===== config.mk =====
export PLATFORM = sky130hd
export DESIGN_NAME = avl_uart
export DESIGN_NICKNAME = d
export VERILOG_FILES = /design/src/rtl/avl_uart_pkg.sv /design/src/rtl/avl_uart_fifo.sv /design/src/rtl/avl_uart.sv
export SDC_FILE = /design/constraint.sdc
export NUM_CORES = 1
export LEC_CHECK = 0
export ABC_CLOCK_PERIOD_IN_PS = 7100
export BUFFER_PORTS_ARGS = -buffer_cell sky130_fd_sc_hd__buf_2
export CAP_MARGIN = 25
export CORE_ASPECT_RATIO = 1.75
export CORE_UTILIZATION = 66
export CTS_CLUSTER_DIAMETER = 150
export CTS_CLUSTER_SIZE = 8
export DETAILED_ROUTE_END_ITERATION = 8
export GPL_ROUTABILITY_DRIVEN = 1
export PLACE_DENSITY = 0.91
export SLEW_MARGIN = 20
export SYNTH_ARGS = -nofsm -noshare
export SYNTH_HDL_FRONTEND = slang
export SYNTH_SLANG_ARGS = --single-unit

===== constraint.sdc =====
create_clock -name clk -period 7.1 [get_ports clk]
set_clock_uncertainty 0.15 [all_clocks]
set_input_delay 0.355 -clock clk [delete_from_list [all_inputs] [get_ports clk]]
set_output_delay 0.355 -clock clk [all_outputs]
set_load 0.02 [all_outputs]

===== src/rtl/avl_uart_pkg.sv =====
// avl_uart_pkg: shared definitions for the Avalon-MM UART.
//   - register word indices (avl_address[4:2])
//   - STATUS / CTRL bit positions and the writable CTRL mask
//   - TX / RX serial state encodings
// Optional feature macro: UART_PARITY_EN (adds CTRL.par_en, STATUS.par_err
// and the PARITY states).
package avl_uart_pkg;

  localparam logic [2:0] REG_DATA   = 3'd0;
  localparam logic [2:0] REG_STATUS = 3'd1;
  localparam logic [2:0] REG_DIV    = 3'd2;
  localparam logic [2:0] REG_CTRL   = 3'd3;

  localparam int unsigned ST_TX_FULL  = 0;
  localparam int unsigned ST_TX_EMPTY = 1;
  localparam int unsigned ST_RX_EMPTY = 2;
  localparam int unsigned ST_RX_FULL  = 3;
  localparam int unsigned ST_OVERRUN  = 4;
  localparam int unsigned ST_FRAME    = 5;
  localparam int unsigned ST_TX_BUSY  = 6;
  localparam int unsigned ST_PAR_ERR  = 7;

  localparam int unsigned CT_TX_EN  = 0;
  localparam int unsigned CT_RX_EN  = 1;
  localparam int unsigned CT_RX_IE  = 2;
  localparam int unsigned CT_TX_IE  = 3;
  localparam int unsigned CT_PAR_EN = 4;

  localparam logic [4:0] CTRL_RESET = 5'h03;
`ifdef UART_PARITY_EN
  localparam logic [4:0] CTRL_MASK  = 5'h1F;
`else
  localparam logic [4:0] CTRL_MASK  = 5'h0F;
`endif

  typedef enum logic [2:0] {
    TX_IDLE   = 3'd0,
    TX_START  = 3'd1,
    TX_DATA   = 3'd2,
    TX_STOP   = 3'd3
`ifdef UART_PARITY_EN
    , TX_PARITY = 3'd4
`endif
  } tx_state_t;

  typedef enum logic [2:0] {
    RX_IDLE   = 3'd0,
    RX_START  = 3'd1,
    RX_DATA   = 3'd2,
    RX_STOP   = 3'd3
`ifdef UART_PARITY_EN
    , RX_PARITY = 3'd4
`endif
  } rx_state_t;

endpackage


===== src/rtl/avl_uart_fifo.sv =====
// uart_fifo: synchronous FIFO used for both UART directions.
// Ports:
//   clk, rst      clock, asynchronous active-high reset
//   push, din     write request / data (ignored when full, unless popping)
//   pop, dout     read request / head-of-queue data (show-ahead)
//   full, empty   status, derived from pointer MSB comparison
// A simultaneous pop and push on a full FIFO is treated as pop-then-push.
module uart_fifo #(
  parameter int unsigned WIDTH = 8,
  parameter int unsigned DEPTH = 16
) (
  input  logic             clk,
  input  logic             rst,
  input  logic             push,
  input  logic [WIDTH-1:0] din,
  input  logic             pop,
  output logic [WIDTH-1:0] dout,
  output logic             full,
  output logic             empty
);

  localparam int unsigned AW = $clog2(DEPTH);

  logic [WIDTH-1:0] mem [DEPTH];
  logic [AW:0]      wr_ptr;
  logic [AW:0]      rd_ptr;
  logic             do_push;
  logic             do_pop;

  assign empty   = (wr_ptr == rd_ptr);
  assign full    = (wr_ptr[AW] != rd_ptr[AW]) && (wr_ptr[AW-1:0] == rd_ptr[AW-1:0]);
  assign dout    = mem[rd_ptr[AW-1:0]];
  assign do_pop  = pop && !empty;
  assign do_push = push && (!full || do_pop);

  always_ff @(posedge clk) begin
    if (do_push) mem[wr_ptr[AW-1:0]] <= din;
  end

  always_ff @(posedge clk or posedge rst) begin
    if (rst) begin
      wr_ptr <= '0;
      rd_ptr <= '0;
    end else begin
      if (do_push) wr_ptr <= wr_ptr + 1'b1;
      if (do_pop)  rd_ptr <= rd_ptr + 1'b1;
    end
  end

endmodule


===== src/rtl/avl_uart.sv =====
// avl_uart: Avalon-MM slave UART (8N1, optional even parity).
// Ports:
//   clk, rst                  clock, asynchronous active-high reset
//   avl_address[4:0]          byte address, [4:2] selects DATA/STATUS/DIV/CTRL
//   avl_read, avl_write       requests (write wins when both asserted)
//   avl_writedata, avl_byteenable
//   avl_burstcount, avl_debugaccess   ignored
//   avl_waitrequest           tied low
//   avl_readdata, avl_readdatavalid   one-cycle read latency
//   uart_rxd, uart_txd        serial line
//   irq                       registered level interrupt
// Optional feature macro: UART_PARITY_EN.
module avl_uart
  import avl_uart_pkg::*;
#(
  parameter int unsigned        FIFO_DEPTH = 16,
  parameter int unsigned        DIV_W      = 16,
  parameter logic [DIV_W-1:0]   DIV_RESET  = DIV_W'(434)
) (
  input  logic        clk,
  input  logic        rst,
  input  logic [4:0]  avl_address,
  input  logic        avl_read,
  input  logic        avl_write,
  input  logic [31:0] avl_writedata,
  input  logic [3:0]  avl_byteenable,
  input  logic        avl_burstcount,
  input  logic        avl_debugaccess,
  output logic        avl_waitrequest,
  output logic [31:0] avl_readdata,
  output logic        avl_readdatavalid,
  input  logic        uart_rxd,
  output logic        uart_txd,
  output logic        irq
);

  logic             wr, rd;
  logic [2:0]       reg_sel;
  logic [DIV_W-1:0] div_q, div_wr, div_fixed;
  logic [4:0]       ctrl_q;
  logic [7:0]       status;
  logic [31:0]      rdata_next;
  logic             overrun_q, frame_q, par_err_q;
  logic             unused_ok;

  logic             tx_push, tx_pop, tx_full, tx_empty, tx_load;
  logic [7:0]       tx_dout;
  tx_state_t        tx_state;
  logic [DIV_W-1:0] tx_cnt;
  logic [2:0]       tx_bit;
  logic [7:0]       tx_shreg;
  logic             txd_q;

  logic             rx_push, rx_pop, rx_full, rx_empty;
  logic [7:0]       rx_dout;
  rx_state_t        rx_state;
  logic [DIV_W-1:0] rx_cnt;
  logic [2:0]       rx_bit;
  logic [7:0]       rx_shreg;
  logic             rx_meta, rx_sync, rx_prev;
  logic             rx_stop_tick, rx_good, par_bad;
  logic             overrun_set, frame_set;

  assign unused_ok = ^{avl_burstcount, avl_debugaccess, avl_address[1:0],
                       avl_writedata, avl_byteenable};

  // Bus decode
  assign avl_waitrequest = 1'b0;
  assign reg_sel = avl_address[4:2];
  assign wr      = avl_write;
  assign rd      = avl_read && !avl_write;

  always_comb begin
    div_wr = div_q;
    for (int unsigned i = 0; i < DIV_W; i++) begin
      if (avl_byteenable[i/8]) div_wr[i] = avl_writedata[i];
    end
    div_fixed = (div_wr < DIV_W'(2)) ? DIV_W'(2) : div_wr;
  end

  always_ff @(posedge clk or posedge rst) begin
    if (rst) begin
      div_q  <= DIV_RESET;
      ctrl_q <= CTRL_RESET;
    end else if (wr) begin
      case (reg_sel)
        REG_DIV:  div_q <= div_fixed;
        REG_CTRL: if (avl_byteenable[0]) ctrl_q <= avl_writedata[4:0] & CTRL_MASK;
        default:  ;
      endcase
    end
  end

  always_comb begin
    status              = '0;
    status[ST_TX_FULL]  = tx_full;
    status[ST_TX_EMPTY] = tx_empty;
    status[ST_RX_EMPTY] = rx_empty;
    status[ST_RX_FULL]  = rx_full;
    status[ST_OVERRUN]  = overrun_q;
    status[ST_FRAME]    = frame_q;
    status[ST_TX_BUSY]  = (tx_state != TX_IDLE);
    status[ST_PAR_ERR]  = par_err_q;
  end

  always_comb begin
    rdata_next = '0;
    case (reg_sel)
      REG_DATA:   rdata_next = rx_empty ? 32'h0 : {23'b0, 1'b1, rx_dout};
      REG_STATUS: rdata_next = {24'b0, status};
      REG_DIV:    rdata_next = 32'(div_q);
      REG_CTRL:   rdata_next = {27'b0, ctrl_q};
      default:    rdata_next = '0;
    endcase
  end

  always_ff @(posedge clk or posedge rst) begin
    if (rst) begin
      avl_readdata      <= '0;
      avl_readdatavalid <= 1'b0;
    end else begin
      avl_readdata      <= rd ? rdata_next : '0;
      avl_readdatavalid <= rd;
    end
  end

  // Sticky error flags: a set in the same cycle as the clearing read wins.
  always_ff @(posedge clk or posedge rst) begin
    if (rst) begin
      overrun_q <= 1'b0;
      frame_q   <= 1'b0;
    end else begin
      overrun_q <= (overrun_q && !(rd && reg_sel == REG_STATUS)) || overrun_set;
      frame_q   <= (frame_q   && !(rd && reg_sel == REG_STATUS)) || frame_set;
    end
  end

  always_ff @(posedge clk or posedge rst) begin
    if (rst) irq <= 1'b0;
    else     irq <= (ctrl_q[CT_RX_IE] && !rx_empty) || (ctrl_q[CT_TX_IE] && tx_empty);
  end

  // TX path
  assign tx_push = wr && (reg_sel == REG_DATA) && avl_byteenable[0];
  assign tx_load = ctrl_q[CT_TX_EN] && !tx_empty &&
                   ((tx_state == TX_IDLE) || (tx_state == TX_STOP && tx_cnt == '0));
  assign tx_pop  = tx_load;
  assign uart_txd = txd_q;

  uart_fifo #(.WIDTH(8), .DEPTH(FIFO_DEPTH)) u_tx_fifo (
    .clk   (clk),
    .rst   (rst),
    .push  (tx_push),
    .din   (avl_writedata[7:0]),
    .pop   (tx_pop),
    .dout  (tx_dout),
    .full  (tx_full),
    .empty (tx_empty)
  );

`ifdef UART_PARITY_EN
  logic tx_par;
  always_ff @(posedge clk or posedge rst) begin
    if (rst)          tx_par <= 1'b0;
    else if (tx_load) tx_par <= ^tx_dout;
  end
`endif

  // txd_q is updated together with the state so the line changes exactly
  // on bit boundaries; the divisor is sampled at each boundary.
  always_ff @(posedge clk or posedge rst) begin
    if (rst) begin
      tx_state <= TX_IDLE;
      tx_cnt   <= '0;
      tx_bit   <= '0;
      tx_shreg <= '0;
      txd_q    <= 1'b1;
    end else begin
      case (tx_state)
        TX_IDLE: begin
          if (tx_load) begin
            tx_state <= TX_START;
            tx_cnt   <= div_q - DIV_W'(1);
            tx_shreg <= tx_dout;
            txd_q    <= 1'b0;
          end
        end
        TX_START: begin
          if (tx_cnt == '0) begin
            tx_state <= TX_DATA;
            tx_cnt   <= div_q - DIV_W'(1);
            tx_bit   <= '0;
            txd_q    <= tx_shreg[0];
          end else tx_cnt <= tx_cnt - DIV_W'(1);
        end
        TX_DATA: begin
          if (tx_cnt == '0) begin
            tx_cnt <= div_q - DIV_W'(1);
            if (tx_bit == 3'd7) begin
`ifdef UART_PARITY_EN
              if (ctrl_q[CT_PAR_EN]) begin
                tx_state <= TX_PARITY;
                txd_q    <= tx_par;
              end else
`endif
              begin
                tx_state <= TX_STOP;
                txd_q    <= 1'b1;
              end
            end else begin
              tx_bit   <= tx_bit + 3'd1;
              tx_shreg <= tx_shreg >> 1;
              txd_q    <= tx_shreg[1];
            end
          end else tx_cnt <= tx_cnt - DIV_W'(1);
        end
`ifdef UART_PARITY_EN
        TX_PARITY: begin
          if (tx_cnt == '0) begin
            tx_state <= TX_STOP;
            tx_cnt   <= div_q - DIV_W'(1);
            txd_q    <= 1'b1;
          end else tx_cnt <= tx_cnt - DIV_W'(1);
        end
`endif
        TX_STOP: begin
          if (tx_cnt == '0) begin
            if (tx_load) begin
              tx_state <= TX_START;
              tx_cnt   <= div_q - DIV_W'(1);
              tx_shreg <= tx_dout;
              txd_q    <= 1'b0;
            end else tx_state <= TX_IDLE;
          end else tx_cnt <= tx_cnt - DIV_W'(1);
        end
        default: tx_state <= TX_IDLE;
      endcase
    end
  end

  // RX path
  always_ff @(posedge clk or posedge rst) begin
    if (rst) begin
      rx_meta <= 1'b1;
      rx_sync <= 1'b1;
      rx_prev <= 1'b1;
    end else begin
      rx_meta <= uart_rxd;
      rx_sync <= rx_meta;
      rx_prev <= rx_sync;
    end
  end

`ifdef UART_PARITY_EN
  logic rx_par_bit, rx_par_used, par_set;
  assign par_bad = rx_par_used && ((^rx_shreg) != rx_par_bit);
  assign par_set = rx_stop_tick && rx_sync && par_bad;
  always_ff @(posedge clk or posedge rst) begin
    if (rst) par_err_q <= 1'b0;
    else     par_err_q <= (par_err_q && !(rd && reg_sel == REG_STATUS)) || par_set;
  end
`else
  assign par_bad   = 1'b0;
  assign par_err_q = 1'b0;
`endif

  // CPU pop is applied before the RX push, so a full FIFO being read
  // still accepts the incoming byte without an overrun.
  assign rx_stop_tick = (rx_state == RX_STOP) && (rx_cnt == '0);
  assign rx_good      = rx_stop_tick && rx_sync && !par_bad;
  assign rx_pop       = rd && (reg_sel == REG_DATA) && !rx_empty;
  assign rx_push      = rx_good && (!rx_full || rx_pop);
  assign overrun_set  = rx_good && rx_full && !rx_pop;
  assign frame_set    = rx_stop_tick && !rx_sync;

  uart_fifo #(.WIDTH(8), .DEPTH(FIFO_DEPTH)) u_rx_fifo (
    .clk   (clk),
    .rst   (rst),
    .push  (rx_push),
    .din   (rx_shreg),
    .pop   (rx_pop),
    .dout  (rx_dout),
    .full  (rx_full),
    .empty (rx_empty)
  );

  always_ff @(posedge clk or posedge rst) begin
    if (rst) begin
      rx_state <= RX_IDLE;
      rx_cnt   <= '0;
      rx_bit   <= '0;
      rx_shreg <= '0;
`ifdef UART_PARITY_EN
      rx_par_bit  <= 1'b0;
      rx_par_used <= 1'b0;
`endif
    end else begin
      case (rx_state)
        RX_IDLE: begin
          if (ctrl_q[CT_RX_EN] && rx_prev && !rx_sync) begin
            rx_state <= RX_START;
            rx_cnt   <= (div_q >> 1) - DIV_W'(1);
          end
        end
        RX_START: begin
          if (rx_cnt == '0) begin
            if (rx_sync) rx_state <= RX_IDLE;
            else begin
              rx_state <= RX_DATA;
              rx_cnt   <= div_q - DIV_W'(1);
              rx_bit   <= '0;
            end
          end else rx_cnt <= rx_cnt - DIV_W'(1);
        end
        RX_DATA: begin
          if (rx_cnt == '0) begin
            rx_shreg <= {rx_sync, rx_shreg[7:1]};
            rx_cnt   <= div_q - DIV_W'(1);
            if (rx_bit == 3'd7) begin
`ifdef UART_PARITY_EN
              rx_par_used <= ctrl_q[CT_PAR_EN];
              if (ctrl_q[CT_PAR_EN]) rx_state <= RX_PARITY;
              else
`endif
              rx_state <= RX_STOP;
            end else rx_bit <= rx_bit + 3'd1;
          end else rx_cnt <= rx_cnt - DIV_W'(1);
        end
`ifdef UART_PARITY_EN
        RX_PARITY: begin
          if (rx_cnt == '0) begin
            rx_par_bit <= rx_sync;
            rx_state   <= RX_STOP;
            rx_cnt     <= div_q - DIV_W'(1);
          end else rx_cnt <= rx_cnt - DIV_W'(1);
        end
`endif
        RX_STOP: begin
          if (rx_cnt == '0) rx_state <= RX_IDLE;
          else              rx_cnt   <= rx_cnt - DIV_W'(1);
        end
        default: rx_state <= RX_IDLE;
      endcase
    end
  end

endmodule


* After elaboration in Yosys (flattened, before gate mapping)
Memory sizes are Yosys's and may differ from the RTL's.
Cells that the tools add are included.
W data, S select, Z words.
** Word-level totals
- Register bits after elaboration :: 140
- RAM bits :: 256
- Word-level logic and storage cells :: 201
- Memories kept :: 2
** Memories
- u_rx_fifo.mem :: words 16, width 8, rd ports 1, clocked after Yosys merged registers in 0, write ports 1, RTL line avl_uart_fifo.sv:24 : logic [WIDTH-1:0] mem [DEPTH];
- u_tx_fifo.mem :: words 16, width 8, rd ports 1, clocked after Yosys merged registers in 0, write ports 1, RTL line avl_uart_fifo.sv:24
** Operators by class
- $add $sub $neg :: 10
- Magnitude comparators :: 1
- Equality and inequality tests :: 32
- Muxes and demuxes :: 68
- Reduce and logical (&&, ||, !) cells :: 65
** Operator list (number)
- $mux W16 :: 9
- $pmux W16 S4 :: 2
- $mux W3 :: 17
- $pmux W16 S3 :: 1
- $sub A16 B1 Y16 const B :: 3
- $logic_not A16 Y1 :: 2
- $mux W32 :: 1
- $mux W8 :: 4
- $logic_and A1 B1 Y1 :: 27
- $mux W1 :: 26
- $pmux W3 S4 :: 2
- $pmux W8 S3 :: 1
- $ne A2 B2 Y1 const B :: 11
- $add A5 B1 Y5 const B :: 4
- $eq A3 B2 Y1 const B :: 6
- $lt A16 B2 Y1 const B :: 1
- $reduce_and A4 Y1 :: 4
- $sub A15 B1 Y16 const B :: 1
- $reduce_and A5 Y1 :: 3
- $pmux W3 S2 :: 2
- $eq A5 B5 Y1 :: 2
- $eq A3 B1 Y1 const B :: 3
- $logic_not A3 Y1 :: 3
- $mux W9 :: 1
- 16 further kinds :: 40

* Logic depth before layout (Yosys ltp)
- Word-level depth :: 9
- Gate-level depth with buffers :: 10
- Depth with buffers taken out :: 8

* By module
Synthesis repeated with hierarchy kept, for this count alone.
** Unflattened totals
- Cells, all modules :: 1225
- Area total of the unflattened synthesis :: 17598.1 um2
** Modules (own cells, without submodules)
- avl_uart :: instances 1, cells an instance 689, area an instance 6478.7 um2
- uart_fifo (u_rx_fifo) :: instances 1, cells an instance 268, area an instance 5624.1 um2
- uart_fifo (u_tx_fifo) :: instances 1, cells an instance 268, area an instance 5495.3 um2

* Worst setup path before layout
No wires, ideal clock.
- Kind :: reg2reg
- From :: reg tx_cnt[0]
- To :: mem u_tx_fifo.mem[3][0] (enable)
- Arrival time :: 2438 ps
- Data required time :: 6567 ps
- Slack :: 4128 ps
- Cell stages (with the launch flop) :: 11
- Buffers on the path :: 2
- Clock period less this slack :: 2972 ps
- Cells stage by stage :: dfrtp_1 -> inv_1 -> ha_1 -> nor4b_1 -> and4_1 -> buf_4 -> nand4_1 -> nand3_1 -> clkbuf_1 -> nand2_1 -> nor3_1
** Between the ends
- Cells in the longest elaborated chain, start to end :: 9
** RTL lines
- from (decl) :: RTL line avl_uart.sv:49 : logic [DIV_W-1:0] tx_cnt;
- from (signal assigned) :: RTL line avl_uart.sv:183 : tx_cnt <= div_q - DIV_W'(1);
- from (signal assigned) :: RTL line avl_uart.sv:191 : tx_cnt <= div_q - DIV_W'(1);
- from (signal assigned) :: RTL line avl_uart.sv:194 : end else tx_cnt <= tx_cnt - DIV_W'(1);
- $logic_not A16 Y1 :: RTL line avl_uart.sv:146 : ((tx_state == TX_IDLE) || (tx_state == TX_STOP && tx_cnt == '0));
- $logic_and A1 B1 Y1 :: RTL line avl_uart.sv:146
- $logic_or A1 B1 Y1 :: RTL line avl_uart.sv:146
- $logic_and A1 B1 Y1 :: RTL line avl_uart.sv:145 : assign tx_load = ctrl_q[CT_TX_EN] && !tx_empty &&
- $logic_and A1 B1 Y1 :: RTL line avl_uart_fifo.sv:33 : assign do_pop = pop && !empty;
- $logic_or A1 B1 Y1 :: RTL line avl_uart_fifo.sv:34 : assign do_push = push && (!full || do_pop);
- $logic_and A1 B1 Y1 :: RTL line avl_uart_fifo.sv:34
- $mux W1 :: RTL line avl_uart_fifo.sv:37 : if (do_push) mem[wr_ptr[AW-1:0]] <= din;
- $mux W1 (not written as such) :: RTL line avl_uart_fifo.sv:37
- to (decl) :: RTL line avl_uart_fifo.sv:24
No other way between the ends.

* Worst setup path after layout
- From :: reg u_rx_fifo.rd_ptr[0]
- To :: reg u_rx_fifo.wr_ptr[4]
** Between the ends
- Cells in the longest elaborated chain, start to end :: 6
- Elaborated cells between the ends (all ways) :: 11
** RTL lines
- from (decl) :: RTL line avl_uart_fifo.sv:26 : logic [AW:0] rd_ptr;
- from (signal assigned) :: RTL line avl_uart_fifo.sv:46 : if (do_pop) rd_ptr <= rd_ptr + 1'b1;
- $eq A5 B5 Y1 / $eq A4 B4 Y1 (equally long branches) :: RTL line avl_uart_fifo.sv:30, avl_uart_fifo.sv:31
- $logic_not A1 Y1 / $logic_and A1 B1 Y1 (equally long branches) :: RTL line avl_uart_fifo.sv:33, avl_uart.sv:271, avl_uart_fifo.sv:31
- $logic_and A1 B1 Y1 / $logic_not A1 Y1 (equally long branches) :: RTL line avl_uart.sv:271, avl_uart_fifo.sv:34, avl_uart.sv:272
- $logic_or A1 B1 Y1 / $logic_and A1 B1 Y1 (equally long branches) :: RTL line avl_uart.sv:272, avl_uart_fifo.sv:33
- $logic_and A1 B1 Y1 / $logic_or A1 B1 Y1 (equally long branches) :: RTL line avl_uart.sv:272, avl_uart_fifo.sv:34
- $logic_and A1 B1 Y1 * :: RTL line avl_uart_fifo.sv:34
- to (signal assigned) :: RTL line avl_uart_fifo.sv:45 : if (do_push) wr_ptr <= wr_ptr + 1'b1;
- to (decl) :: RTL line avl_uart_fifo.sv:25 : logic [AW:0] wr_ptr;
Mark *: on every way between the ends. The rest lies on a longest branch, timed or not.
A chain may end at the register's enable or synchronous reset.

==> out/qor.yml <==
mostFrequentLayoutCell: "edfxtp_1"
ys_seq_area_share_pct: 61.2
avgSynthCellArea_sq_um: 14.1
gr-usage-all-layers_pct: 40.3
cts_setup_buffers: 0
fp-row-count: 78
firstDrtPassIters: 9
fin_tns_setup_ps: 0
dpl_cell_area_sq_mm: 0.0179
reg2reg_slack_ps: 3160
endpoint_kind: "register"
antenna_found_initial: 2
routabilityCongestion: 0.929
grt_pass1_vias: 12800
cts_root_buffer: "clkbuf_16"
hold_path_depth: 1
grt_util_met3_pct: 11.9
synth_seq_cells: 378
area_growth_pct: 11.2
dr_total_vias: 12600
cts.sinks: 378
required_ps: 7370
comb_power_share_pct: 33.2
synth_top_area_share_pct: 43.8
slowest_stage: "nor4_1"
maxSlewHeadroom_pct: 26.9
synth_edf_count: 256
drv_slew: 0
min_to: "u_tx_fifo.mem[6][7]"
drtIter0Drc: 1948
synth_area_leaders: "edfxtp_1 44%, dfrtp_1 16%, mux4_2 8.7%, mux2_2 2.8%, ha_1 2.0%"
rsz0062_at_grt: "false"
multiInputGateArea_sq_mm: 0.00630
hold_viol: 0
clkTransAtPathRegs_ps: 60
maxCapViolCount: 0
dp.cells: 1544
outcome: "finished with violations"
switching_power_mw: 2.90
path_delay_family: "simple AND/OR/NAND/NOR gates"
use_met1_pct: 43.5
synth_cell_types: 77
tightestPinTransition_ps: 1100
grt-ovfl-total: 0
die-area_sq_mm: 0.0273
portBuffers: 44
fin_area_sq_mm: 0.0195
worstHoldPathType: "in -> reg"
crit_start: "u_rx_fifo.rd_ptr[0]"
dp_hpwl_mm: 28.8
die-height_microns: 218
synthArstFlopShare_pct: 32.3
hold_slack_ps: 47.2
cts_buffers: 53
grt_max_degree: 66
clk_latency_ps: 600
viasPerCell: 7.59
synth_top_flop_cell: "edfxtp_1"
fin_crit_sh_pct: 55.5
core-area_sq_mm: 0.0261
violations: "DRC"
synth_top_cell_by_area: "edfxtp_1"
pwr-share-clk_pct: 30.6
regArea_sq_mm: 0.0108
finalCriticalPeriod_ps: 3940
final_cell_mix: "256 x edfxtp_1, 109 x dfrtp_1, 87 x nand2_1"
totalWireLength_mm: 52.7
clockBufferDepth: 3
crit_chain: "buf_4 -> xor2_1 -> nor4_1 -> o211ai_1 -> and4_1 -> and3_1 -> xor2_1"
p_seq_share_pct: 36.2
worst_setup_path_start_kind: "register"
path_max_fanout: 36
drive_above_1_share_pct: 19.6
leakagePower_nw: 7.37
crit_type: "reg -> reg"
htreeDepth: 2
crit_buf_inv: 1
hp-start: "avl_writedata[7]"
finalWorstSetupSlack_ps: 3160
fmax_mhz: 254
place_ws_ps: 3150
setup_viol: 0
cp.arrival_ps: 4210
busiest_layer: "met2"
initial_core_util_pct: 67.4
io_pins: 84
ir_drop_mv: 0.435
yosysWarnings: 0
max_stage_delay_ps: 880
regToRegEndpoint: "u_rx_fifo.wr_ptr[4]"
ant_nets: 0
cp_common_cell: "xor2_1"
worstRegToRegCells: 7
use_met2_pct: 66.4
die_w_microns: 125
synth_area_sq_mm: 0.0176
fin_cells: 1658
drc_errors: 26
grt_pass1_wl_mm: 79.2
post_drt_wl_per_cell_microns: 31.8
p_per_area_mw_per_mm2: 405
num-fill-cells: 1342
hold_buffers: 11
fin_nets: 1367
p_sw_share_pct: 36.7
p_int_mw: 5.01
synth_cells: 1246
r2r_start: "u_rx_fifo.rd_ptr[0]"
cts_tree: "yes"
cts_resized: 0
-- kinds of logic after synthesis --
kind of cell | after synthesis | share of synthesized area [%]
buf+inv | 121 | 3.23
xor+xnor | 65 | 3.24
mux | 128 | 12.5
fa+ha+maj | 28 | 1.99
flops | 378 | 61.2
simple gates | 330 | 10.2
compound gates | 195 | 7.65
other cells | 1 | 0.0214
-- cell usage after synthesis (21+ instances only) --
| master | count |
|---|---|
| xor2_1 | 34 |
| nand2_1 | 87 |
| nand4_1 | 21 |
| ha_1 | 28 |
| edfxtp_1 | 256 |
| mux4_2 | 68 |
| buf_4 | 22 |
| nand3_1 | 24 |
| nor3_1 | 26 |
| nor2_1 | 51 |
| and3_1 | 40 |
| inv_1 | 31 |
| mux2_2 | 44 |
| clkbuf_1 | 42 |
| o21ai_0 | 54 |
| dfrtp_1 | 111 |
| xnor2_1 | 31 |
| a21oi_1 | 33 |
-- worst max-delay path by stage --
stage,endpoint,cells after the start,slack [ps]
after detailed placement,u_tx_fifo.mem[3][1],8,3150
after global placement,u_tx_fifo.mem[3][1],8,3430
after floorplan,avl_readdata[0],1,3370
after CTS,u_tx_fifo.mem[3][7],8,3070
after global routing,u_rx_fifo.wr_ptr[4],7,3150
final,u_rx_fifo.wr_ptr[4],7,3160
-- final cells by class --
cell class	instances	area share [%]
Antenna cell	2	0.0256
Clock buffer	96	7.62
Clock inverter	4	0.346
Inverter	31	0.609
Multi-Input combinational cell	763	32.3
Sequential cell	378	55.1
Tap cell	320	2.05
Timing Repair Buffer	64	2.01
-- through the flow --
stage / util (%) / power, mW
global placement: 68.5 / 5.16
detailed placement: 68.5 / 5.29
CTS: 74.9 / 7.74
global route: 75.0 / 8.14
finish: 75.0 / 7.92
floorplan: - / 4.70
-- registers in the layout, indices dropped and copies added (netlist names), 3 cells and up --
name and cells:
u_rx_fifo.mem 128, u_tx_fifo.mem 128, avl_readdata 16, div_q 16, rx_cnt 16, tx_cnt 16, rx_shreg 8, tx_shreg 8
u_rx_fifo.rd_ptr 5, u_rx_fifo.wr_ptr 5, u_tx_fifo.rd_ptr 5, u_tx_fifo.wr_ptr 5, ctrl_q 4, rx_bit 3, tx_bit 3
-- power groups by stage --
stage                     registers [mW]  logic, mW  clock network, mW
final                               2.87       2.63               2.42
after global routing                2.88       2.77               2.49
after CTS                           2.85       2.51               2.39
after detailed placement            2.87       2.42                  0
after global placement              2.85       2.31                  0
after floorplan                     2.74       1.96                  0
-- per-layer routing --
layer  share of wire (%)  vias to the layer above
li1                    -                     4856
met1                  30                     6004
met2                  49                     1263
met3                  11                      459
met4                  10                        0
met5                   0                        -
Power figures use the tool's default switching activity.
